**src/rtl/localbus_master_pkg.sv**
```systemverilog
// localbus_master_pkg: localbus widths, FSM state encoding and responder register offsets
package localbus_master_pkg;
  localparam int LB_ADDR_W = 32;
  localparam int LB_DATA_W = 32;
  localparam logic [LB_ADDR_W-1:0] LB_REG_STATUS = 32'h0000_0004;
  localparam logic [LB_ADDR_W-1:0] LB_REG_IN_CNT = 32'h0000_000C;
  localparam logic [LB_ADDR_W-1:0] LB_REG_OUT_CNT = 32'h0000_0014;
  typedef enum logic [1:0] {IDLE_S, REQ_S, REL_S} lb_state_e;
endpackage

```
**src/rtl/localbus_master_if.sv**
```systemverilog
// localbus_master_if: host command/response side and cfg responder side of the localbus master
interface localbus_master_if;
  import localbus_master_pkg::*;
  logic cmd_valid;
  logic cmd_ready;
  logic cmd_rw;
  logic [LB_ADDR_W-1:0] cmd_addr;
  logic [LB_DATA_W-1:0] cmd_wdata;
  logic rsp_valid;
  logic [LB_DATA_W-1:0] rsp_rdata;
  logic rsp_err;
  logic cfg_cs_n;
  logic cfg_rw;
  logic [LB_ADDR_W-1:0] cfg_addr;
  logic [LB_DATA_W-1:0] cfg_wdata;
  logic cfg_ack_n;
  logic [LB_DATA_W-1:0] cfg_rdata;
  logic busy;
  modport master (
    input cmd_valid, cmd_rw, cmd_addr, cmd_wdata, cfg_ack_n, cfg_rdata,
    output cmd_ready, rsp_valid, rsp_rdata, rsp_err, cfg_cs_n, cfg_rw, cfg_addr, cfg_wdata, busy
  );
  modport slave (
    output cmd_valid, cmd_rw, cmd_addr, cmd_wdata, cfg_ack_n, cfg_rdata,
    input cmd_ready, rsp_valid, rsp_rdata, rsp_err, cfg_cs_n, cfg_rw, cfg_addr, cfg_wdata, busy
  );
endinterface

```
**src/rtl/localbus_master_sync.sv**
```systemverilog
// sync_sig: 2-flop synchronizer with active-low synchronous reset to RST_VAL
module sync_sig #(
  parameter logic RST_VAL = 1'b1
) (
  input  logic clk,
  input  logic rst_n,
  input  logic i_d,
  output logic o_q
);
  logic [1:0] r_ff;
  always_ff @(posedge clk)
    r_ff <= !rst_n ? {2{RST_VAL}} : {r_ff[0], i_d};
  assign o_q = r_ff[1];
endmodule

```
**src/rtl/localbus_master.sv**
```systemverilog
// localbus_master: single-beat cfg command to cs_n/ack_n four-phase localbus request with
// per-phase timeout so a dead responder aborts instead of hanging the host.
module localbus_master
  import localbus_master_pkg::*;
#(
  parameter int TIMEOUT_CYCLES = 1024,
  parameter bit SYNC_ACK = 1'b1
) (
  input logic clk,
  input logic rst,
  localbus_master_if.master bus
);
  localparam int CW = $clog2(TIMEOUT_CYCLES);
  lb_state_e r_state, w_state_nx;
  logic [CW-1:0] r_cnt, w_cnt_nx;
  logic r_cs_n, w_cs_n_nx;
  logic r_rw, w_rw_nx;
  logic [LB_ADDR_W-1:0] r_addr, w_addr_nx;
  logic [LB_DATA_W-1:0] r_wdata, w_wdata_nx;
  logic [LB_DATA_W-1:0] r_rsp_rdata, w_rsp_rdata_nx;
  logic r_rsp_err, w_rsp_err_nx;
  logic r_rsp_valid, w_rsp_valid_nx;
  logic r_cmd_ready, w_cmd_ready_nx;
  logic r_busy;
  logic w_ack_s, w_fire, w_tmo;
  if (SYNC_ACK) begin : g_sync
    sync_sig #(.RST_VAL(1'b1)) u_ack_sync (
      .clk  (clk),
      .rst_n(~rst),
      .i_d  (bus.cfg_ack_n),
      .o_q  (w_ack_s)
    );
  end else begin : g_direct
    assign w_ack_s = bus.cfg_ack_n;
  end
  assign w_fire = bus.cmd_valid & r_cmd_ready;
  assign w_tmo = r_cnt == CW'(TIMEOUT_CYCLES - 1);
  // ack seen wins over a same-cycle timeout in both waiting states
  always_comb begin
    w_state_nx = r_state;
    w_cnt_nx = r_cnt;
    w_cs_n_nx = r_cs_n;
    w_rw_nx = r_rw;
    w_addr_nx = r_addr;
    w_wdata_nx = r_wdata;
    w_rsp_rdata_nx = r_rsp_rdata;
    w_rsp_err_nx = r_rsp_err;
    w_rsp_valid_nx = 1'b0;
    case (r_state)
      IDLE_S: if (w_fire) begin
        w_rw_nx = bus.cmd_rw;
        w_addr_nx = bus.cmd_addr;
        w_wdata_nx = bus.cmd_wdata;
        w_cs_n_nx = 1'b0;
        w_cnt_nx = '0;
        w_state_nx = REQ_S;
      end
      REQ_S: if (!w_ack_s || w_tmo) begin
        w_rsp_rdata_nx = (!w_ack_s && r_rw) ? bus.cfg_rdata : '0;
        w_rsp_err_nx = w_ack_s;
        w_cs_n_nx = 1'b1;
        w_cnt_nx = '0;
        w_state_nx = REL_S;
      end else begin
        w_cnt_nx = r_cnt + CW'(1);
      end
      REL_S: if (w_ack_s || w_tmo) begin
        w_rsp_rdata_nx = w_ack_s ? r_rsp_rdata : '0;
        w_rsp_err_nx = r_rsp_err | !w_ack_s;
        w_rsp_valid_nx = 1'b1;
        w_cnt_nx = '0;
        w_state_nx = IDLE_S;
      end else begin
        w_cnt_nx = r_cnt + CW'(1);
      end
      default: w_state_nx = IDLE_S;
    endcase
    w_cmd_ready_nx = (r_state == IDLE_S) && w_ack_s && !w_fire;
  end
  always_ff @(posedge clk) begin
    if (rst) begin
      r_state <= IDLE_S;
      r_cnt <= '0;
      r_cs_n <= 1'b1;
      r_rw <= 1'b0;
      r_addr <= '0;
      r_wdata <= '0;
      r_rsp_rdata <= '0;
      r_rsp_err <= 1'b0;
      r_rsp_valid <= 1'b0;
      r_cmd_ready <= 1'b0;
      r_busy <= 1'b0;
    end else begin
      r_state <= w_state_nx;
      r_cnt <= w_cnt_nx;
      r_cs_n <= w_cs_n_nx;
      r_rw <= w_rw_nx;
      r_addr <= w_addr_nx;
      r_wdata <= w_wdata_nx;
      r_rsp_rdata <= w_rsp_rdata_nx;
      r_rsp_err <= w_rsp_err_nx;
      r_rsp_valid <= w_rsp_valid_nx;
      r_cmd_ready <= w_cmd_ready_nx;
      r_busy <= w_state_nx != IDLE_S;
    end
  end
  assign bus.cmd_ready = r_cmd_ready;
  assign bus.rsp_valid = r_rsp_valid;
  assign bus.rsp_rdata = r_rsp_rdata;
  assign bus.rsp_err = r_rsp_err;
  assign bus.cfg_cs_n = r_cs_n;
  assign bus.cfg_rw = r_rw;
  assign bus.cfg_addr = r_addr;
  assign bus.cfg_wdata = r_wdata;
  assign bus.busy = r_busy;
endmodule

```
**src/flat_wrapper.sv**
```systemverilog
// flat-port wrapper written by rule: the top's interface ports become plain ports
module localbus_master_flat import localbus_master_pkg::*;
#(
  parameter int TIMEOUT_CYCLES = 1024,
  parameter bit SYNC_ACK = 1'b1
)
  (clk, rst, bus_cmd_valid, bus_cmd_rw, bus_cmd_addr, bus_cmd_wdata, bus_cfg_ack_n, bus_cfg_rdata, bus_cmd_ready, bus_rsp_valid, bus_rsp_rdata, bus_rsp_err, bus_cfg_cs_n, bus_cfg_rw, bus_cfg_addr, bus_cfg_wdata, bus_busy);
  localbus_master_if bus_i ();
  input logic clk;
  input logic rst;
  input wire logic [$bits(bus_i.cmd_valid)-1:0] bus_cmd_valid;
  input wire logic [$bits(bus_i.cmd_rw)-1:0] bus_cmd_rw;
  input wire logic [$bits(bus_i.cmd_addr)-1:0] bus_cmd_addr;
  input wire logic [$bits(bus_i.cmd_wdata)-1:0] bus_cmd_wdata;
  input wire logic [$bits(bus_i.cfg_ack_n)-1:0] bus_cfg_ack_n;
  input wire logic [$bits(bus_i.cfg_rdata)-1:0] bus_cfg_rdata;
  output wire logic [$bits(bus_i.cmd_ready)-1:0] bus_cmd_ready;
  output wire logic [$bits(bus_i.rsp_valid)-1:0] bus_rsp_valid;
  output wire logic [$bits(bus_i.rsp_rdata)-1:0] bus_rsp_rdata;
  output wire logic [$bits(bus_i.rsp_err)-1:0] bus_rsp_err;
  output wire logic [$bits(bus_i.cfg_cs_n)-1:0] bus_cfg_cs_n;
  output wire logic [$bits(bus_i.cfg_rw)-1:0] bus_cfg_rw;
  output wire logic [$bits(bus_i.cfg_addr)-1:0] bus_cfg_addr;
  output wire logic [$bits(bus_i.cfg_wdata)-1:0] bus_cfg_wdata;
  output wire logic [$bits(bus_i.busy)-1:0] bus_busy;
  assign bus_i.cmd_valid = bus_cmd_valid;
  assign bus_i.cmd_rw = bus_cmd_rw;
  assign bus_i.cmd_addr = bus_cmd_addr;
  assign bus_i.cmd_wdata = bus_cmd_wdata;
  assign bus_i.cfg_ack_n = bus_cfg_ack_n;
  assign bus_i.cfg_rdata = bus_cfg_rdata;
  assign bus_cmd_ready = bus_i.cmd_ready;
  assign bus_rsp_valid = bus_i.rsp_valid;
  assign bus_rsp_rdata = bus_i.rsp_rdata;
  assign bus_rsp_err = bus_i.rsp_err;
  assign bus_cfg_cs_n = bus_i.cfg_cs_n;
  assign bus_cfg_rw = bus_i.cfg_rw;
  assign bus_cfg_addr = bus_i.cfg_addr;
  assign bus_cfg_wdata = bus_i.cfg_wdata;
  assign bus_busy = bus_i.busy;
  localbus_master #(.TIMEOUT_CYCLES(TIMEOUT_CYCLES), .SYNC_ACK(SYNC_ACK)) u_core (.clk(clk), .rst(rst), .bus(bus_i));
endmodule
```
**config.mk**
```make
export PLATFORM = sky130hd
export DESIGN_NAME = localbus_master_flat
export DESIGN_NICKNAME = d
export VERILOG_FILES = /design/src/rtl/localbus_master_pkg.sv /design/src/rtl/localbus_master_if.sv /design/src/rtl/localbus_master_sync.sv /design/src/rtl/localbus_master.sv /design/src/flat_wrapper.sv
export SDC_FILE = /design/constraint.sdc
export NUM_CORES = 1
export LEC_CHECK = 0
export ABC_AREA = 1
export BUFFER_PORTS_ARGS = -buffer_cell sky130_fd_sc_hd__buf_2
export CAP_MARGIN = 25
export CORE_MARGIN = 1.5
export CORE_UTILIZATION = 49
export CTS_BUF_LIST = sky130_fd_sc_hd__clkbuf_8
export DETAILED_ROUTE_END_ITERATION = 8
export PLACE_DENSITY = 0.91
export SYNTH_ARGS = -nofsm -noshare
export SYNTH_HDL_FRONTEND = slang
export SYNTH_HIERARCHICAL = 1
export SYNTH_SLANG_ARGS = --single-unit
```
**constraint.sdc**
```tcl
create_clock -name clk -period 2.07 [get_ports clk]
set_clock_uncertainty 0.1 [all_clocks]
set_input_delay 0.414 -clock clk [delete_from_list [all_inputs] [get_ports clk]]
set_output_delay 0.414 -clock clk [all_outputs]
set_load 0.05 [all_outputs]
```
; After elaboration in Yosys (flattened, before gate mapping)
; Cells that the tools add are included.
[totals]
ff_bits = 116
in_bits = 101
output_inout_bits = 102
word_cells = 61
[classes]
n_addsub = 1
n_eq_ne = 7
n_mux = 20
n_bitwise = 3
n_reduce_logical = 18
[ops]
columns = operator, count
row1 = 2-to-1 mux 32 bit, 4
row2 = case mux 32 bit (2 select lines), 1
row3 = 2-to-1 mux 10 bit, 3
row4 = case mux 10 bit (3 select lines), 1
row5 = "adder 10 x 1 -> 10 bit, second input constant", 1
row6 = "equality test 10 bit, second input constant", 1
row7 = 2-to-1 mux 2 bit, 3
row8 = "inequality test 2 x 1 -> 1 bit, second input constant", 3
row9 = case mux 2 bit (3 select lines), 1
row10 = AND reduction 3 bit, 2
row11 = nonzero test 2 bit, 3
row12 = 2-to-1 mux 1 bit, 5
row13 = case mux 1 bit (2 select lines), 2
row14 = AND reduction 2 bit, 2
row15 = AND reduction 4 bit, 1
row16 = logical AND 1 bit, 3
row17 = nonzero test 3 bit, 1
row18 = "equality test 2 x 1 -> 1 bit, second input constant", 1
row19 = "equality test 2 bit, second input constant", 1
row20 = logical NOT 1 bit, 2
row21 = logical NOT 2 bit, 1
row22 = logical OR 1 bit, 2
row23 = "inequality test 2 bit, second input constant", 1
row24 = OR reduction 2 bit, 1
row25 = other kinds (3), 3

; Logic depth before layout (Yosys ltp)
[logic_depth]
word_depth = 5
ltp_mapped = 11
depth_no_buf = 11

; Hierarchy
; Netlist, hierarchy kept.
[modules_own_cells]
columns = module, instances, cells_per_inst, area_per_inst_um2
row1 = localbus_master, 1, 596, 4704.5
row2 = sync_sig, 1, 6, 55.1

; Least setup slack after synthesis
; OpenSTA, ideal clock, no wires.
[synth_timing]
path_type = register to register
from = reg u_core.r_cmd_ready (netlist: u_core/bus.cmd_ready)
to = reg u_core.r_cnt[4]
setup_time_ns = 0.123
arrival_ns = 1.552
required_ns = 1.847
slack_ns = 0.295
stages_incl_launch_ff = 9
n_path_buf = 0
period_less_slack_ns = 1.775
cell_sequence = dfxtp_1 > nand2_1 > inv_1 > nor2_1 > nor2_1 > nand3_1 > nor2_1 > xor2_1 > nor2_1
[synth_via]
elab_chain_cells = 3
[synth_lines]
columns = item, line_no
row1 = "start, declared", localbus_master.sv:23  ; logic r_cmd_ready, w_cmd_ready_nx;
row2 = "start signal, assigned", localbus_master.sv:103  ; r_cmd_ready <= w_cmd_ready_nx;
row3 = bitwise AND 1 bit, localbus_master.sv:36  ; assign w_fire = bus.cmd_valid & r_cmd_ready;
row4 = inequality test 2 x 1 -> 1 bit (no source line), --
row5 = AND reduction 2 bit (no source line), --
row6 = "end signal, assigned", localbus_master.sv:95  ; r_cnt <= w_cnt_nx;
row7 = "end, declared", localbus_master.sv:15  ; logic [CW-1:0] r_cnt, w_cnt_nx;
; Every way passes these cells.
; A chain may end at the register's enable or synchronous reset.

; Final worst setup path
[layout_timing]
from = reg u_core.r_cnt[0]
to = reg u_core.r_rsp_rdata[1] (netlist: u_core/bus.rsp_rdata[1])
[layout_via]
elab_chain_cells = 4
[layout_lines]
columns = item, line_no
row1 = equality test 10 bit *, localbus_master.sv:37  ; assign w_tmo = r_cnt == CW'(TIMEOUT_CYCLES - 1);
row2 = logical OR 1 bit (on tied branches), "localbus_master.sv:67, localbus_master.sv:58"
row3 = inequality test 2 x 1 -> 1 bit (no source line), --
row4 = AND reduction 4 bit (no source line) *, --
row5 = "end signal, assigned", localbus_master.sv:100  ; r_rsp_rdata <= w_rsp_rdata_nx;
row6 = "end, declared", localbus_master.sv:20  ; logic [LB_DATA_W-1:0] r_rsp_rdata, w_rsp_rdata_nx;
; Mark *: on every way between the ends. The rest lies on a longest branch, timed or not.

==> impl_metrics.csv <==
group,metric,value,unit
timing,tightestPinTransition,0.639,ns
detailed_routing,drt-met1-wl,5040,um
synth,yosysMostFrequentCell,"nand2_1",
synth,ys_seq_elements,116,
power_and_ir_drop,combPwrFrac,0.152,
place,dp_hpwl,8160,um
clocking,clkLatencyLatePin,0.41,ns
synth,synth_area_per_cell,7.91,um2
critical_path,r2r_cells,11,
critical_path,critPathMostFrequentCell,"nand2_1",
power_and_ir_drop,p_int,3.95,mW
place,gp_congestion,0.893,
timing,slew-limit-headroom,0.574,
place,io_buffers,202,
clocking,cts_setup_buffers,0,
timing,post-route-period-util,0.928,
clocking,htree_levels,4,
detailed_routing,ant_nets,0,
cells_and_area,diodes,0,
critical_path,crit_path_max_fanout,32,
synth,ys.warnings.count,6,
critical_path,reg2reg_slack,0.15,ns
timing,timing.setup.tns,0,ns
detailed_routing,finalWirelength,12400,um
synth,yosys-top-cells-count,"nand2_1, dfxtp_1, a21oi_1",
detailed_routing,drt_first_pass_iters,5,
clocking,clockBufferDepth,2,
grt,grt_max_degree,100,
power_and_ir_drop,seq_power_share,0.425,
critical_path,cp_slowest_cell,"dfxtp_1",
clocking,holdBufCountCts,0,
clocking,cts.clk_slew.worst_paths,0.07,ns
clocking,cts_tree,"yes",
critical_path,start_kind,"register",
clocking,numCtsBuffers,17,
critical_path,critPathCaptureType,"register",
timing,rsz0062_at_grt,"yes",
grt,grt-ovfl-total,0,
grt,grt_pass1_wl,19000,um
clocking,cts_sinks,116,
synth,synth_top_area_cell,"dfxtp_1",
critical_path,worstPathRequired,2.30,ns
synth,synth.distinct_cells,28,
detailed_routing,via_per_inst,5.06,
power_and_ir_drop,p_sw,1.59,mW
critical_path,reg2reg_to,"u_core/bus.rsp_rdata[1]",
power_and_ir_drop,swShare,0.286,
cells_and_area,fin_nets,894,
critical_path,max_stage_delay,0.33,ns
critical_path,cp.arrival,2.15,ns
synth,synth_top_flop_cell,"dfxtp_1",
detailed_routing,vias,4700,
run,maxCapViolations,0,
detailed_routing,wl_met2,6360,um
critical_path,endpoint,"u_core/bus.rsp_rdata[1]",
timing,fmax,520,MHz
die,die_w,102,um
critical_path,crit_chain,"ha_1 > nand2_1 > nor2_4 > nand2_4 > nand3_4 > nand2_2 > inv_1 > nand2_1 > buf_4 > nand2_1 > a21oi_1",
cells_and_area,layout-drive-gt1-share,0.348,
min_path,hold_class,"in2reg",
clocking,cts_root_buffer,"clkbuf_8",
synth,synth.net_count,709,
synth,synth.area.top_cells,"dfxtp_1, nand2_1, a21oi_1, nand3_1, nor3b_1",
die,die_area,10300,um2
die,num_rows,35,
synth,synth_top_area_share,0.488,
cells_and_area,post-route-util,0.674,
synth,synth_cells,602,
die,coreArea,9330,um2
synth,syn_area,4760,um2
grt,grt_usage,0.231,
die,start_util,0.510,
synth,synthArstFlopShare,0,
timing,slew_violations,0,
clocking,cts-resized-gates,0,
grt,antenna_found_initial,0,
synth,synth-edff-count,0,
detailed_routing,wl_per_cell,13.3,um
detailed_routing,drc,0,
critical_path,cp-startpoint,"u_core/r_cnt[0]",
critical_path,path_class,"reg2reg",
die,fp.dieH,102,um
synth,synth_seq_area_share,0.488,
grt,grt_pass1_vias,4328,
timing,setup_viol,0,
timing,min_period,1.92,ns
detailed_routing,top_layer,"met4",
cells_and_area,area_delta_synth_final,32.2,%
power_and_ir_drop,power_density,881,nW/um2
outcome,status,"finished clean",
critical_path,rr_startpoint,"u_core/r_cnt[0]",
power_and_ir_drop,p_clk_frac,0.422,
power_and_ir_drop,leakage,2.77,nW
detailed_routing,first_iter_violations,221,
die,io_pins,203,
timing,hold_violations,0,
power_and_ir_drop,ir_drop,0.615,mV
detailed_routing,met3_length,692,um
==> area by class of cell <==
cell class / instances / area (um2)
inverter: 24 / 90.1
clock buffer: 19 / 262
fill: 770 / 3040
multi-input combinational: 417 / 2140
tap: 129 / 161
timing repair buffer: 211 / 1120
clock inverter: 13 / 195
sequential: 116 / 2320
==> cells in the final DEF, fill, tap and decap left out, drive strengths merged <==
master / count
buf: 211
nand2: 166
dfxtp: 116
a21oi: 100
nand3: 77
nor3b: 32
inv: 28
nor2: 20
clkbuf: 19
o21ai: 6
ha: 6
bufinv: 4
clkinvlp: 3
nor3: 3
nand4: 2
o211ai: 2
clkinv: 2
a21o: 1
or2: 1
xor2: 1
==> power by group through the flow <==
stage | clock network [mW] | logic (mW) | registers, mW
6_report | 2.34 | 0.844 | 2.36
5_1_grt | 2.48 | 0.901 | 2.37
4_1_cts | 2.39 | 0.842 | 2.36
3_5_place_dp | 0 | 0.840 | 2.41
3_3_place_gp | 0 | 0.830 | 2.40
2_1_floorplan | 0 | 0.339 | 2.67
==> layer usage <==
layer	GRT usage	vias up
met3	0.0538	23
met2	0.408	177
met1	0.263	2132
met5	0	-
met4	0.109	0
li1	-	2368
==> metrics by stage <==
stage               setup WS, ns  total power, mW  cells  instance area [um2]  hold slack [ns]
finish                     0.148             5.54    929                 6290           0.0752
global route              0.0131             5.75    929                 6290           0.0705
CTS                       0.0966             5.59    929                 6280           0.0561
detailed placement         0.146             3.25    897                 5830            0.286
global placement           0.252             3.23    897                 5830            0.283
floorplan                  0.295             3.01    602                 4760            0.280
==> kinds of logic (layout without fill, tap and decap cells) <==
kind of cell             Yosys count  after routing  synth area share
AND/OR/NAND/NOR                  301            301             0.306
buffers and inverters             69            267            0.0644
XOR/XNOR                           1              1           0.00184
adder cells (fa/ha/maj)            6              6            0.0158
AO/OA/AOI/OAI                    109            109             0.124
flip-flops                       116            116             0.488
==> critical path, delay by kind of cell (launching register included) <==
| family | cells | cell delay [ns] |
|---|---|---|
| and+or+nand+nor | 7 | 0.65 |
| DFF | 1 | 0.33 |
| buffers and inverters | 2 | 0.35 |
| adders and majority gates | 1 | 0.23 |
| AOI/OAI and AO/OA | 1 | 0.16 |
==> sequential cells by signal, indices dropped and copies added (netlist names), 2 cells and up <==
| register | count |
|---|---|
| u_core/r_state | 2 |
| u_core/bus.cfg_addr | 32 |
| u_core/r_cnt | 10 |
| u_core/bus.cfg_wdata | 32 |
| u_core/bus.rsp_rdata | 32 |
| u_core/g_sync.u_ack_sync/r_ff | 2 |
==> how the worst min path moves through the flow <==
stage                                                start                          endpoint  slack [ns]  depth (start not counted)
final                                        bus_cfg_ack_n  u_core/g_sync.u_ack_sync/r_ff[0]        0.08                          3
after global routing                         bus_cfg_ack_n  u_core/g_sync.u_ack_sync/r_ff[0]        0.07                          3
after CTS                                    bus_cfg_ack_n  u_core/g_sync.u_ack_sync/r_ff[0]        0.06                          3
after detailed placement  u_core/g_sync.u_ack_sync/r_ff[0]  u_core/g_sync.u_ack_sync/r_ff[1]        0.29                          2
after global placement    u_core/g_sync.u_ack_sync/r_ff[0]  u_core/g_sync.u_ack_sync/r_ff[1]        0.28                          2
after floorplan           u_core/g_sync.u_ack_sync/r_ff[0]  u_core/g_sync.u_ack_sync/r_ff[1]        0.28                          2
No activity file was read; power rests on OpenSTA's default activity.
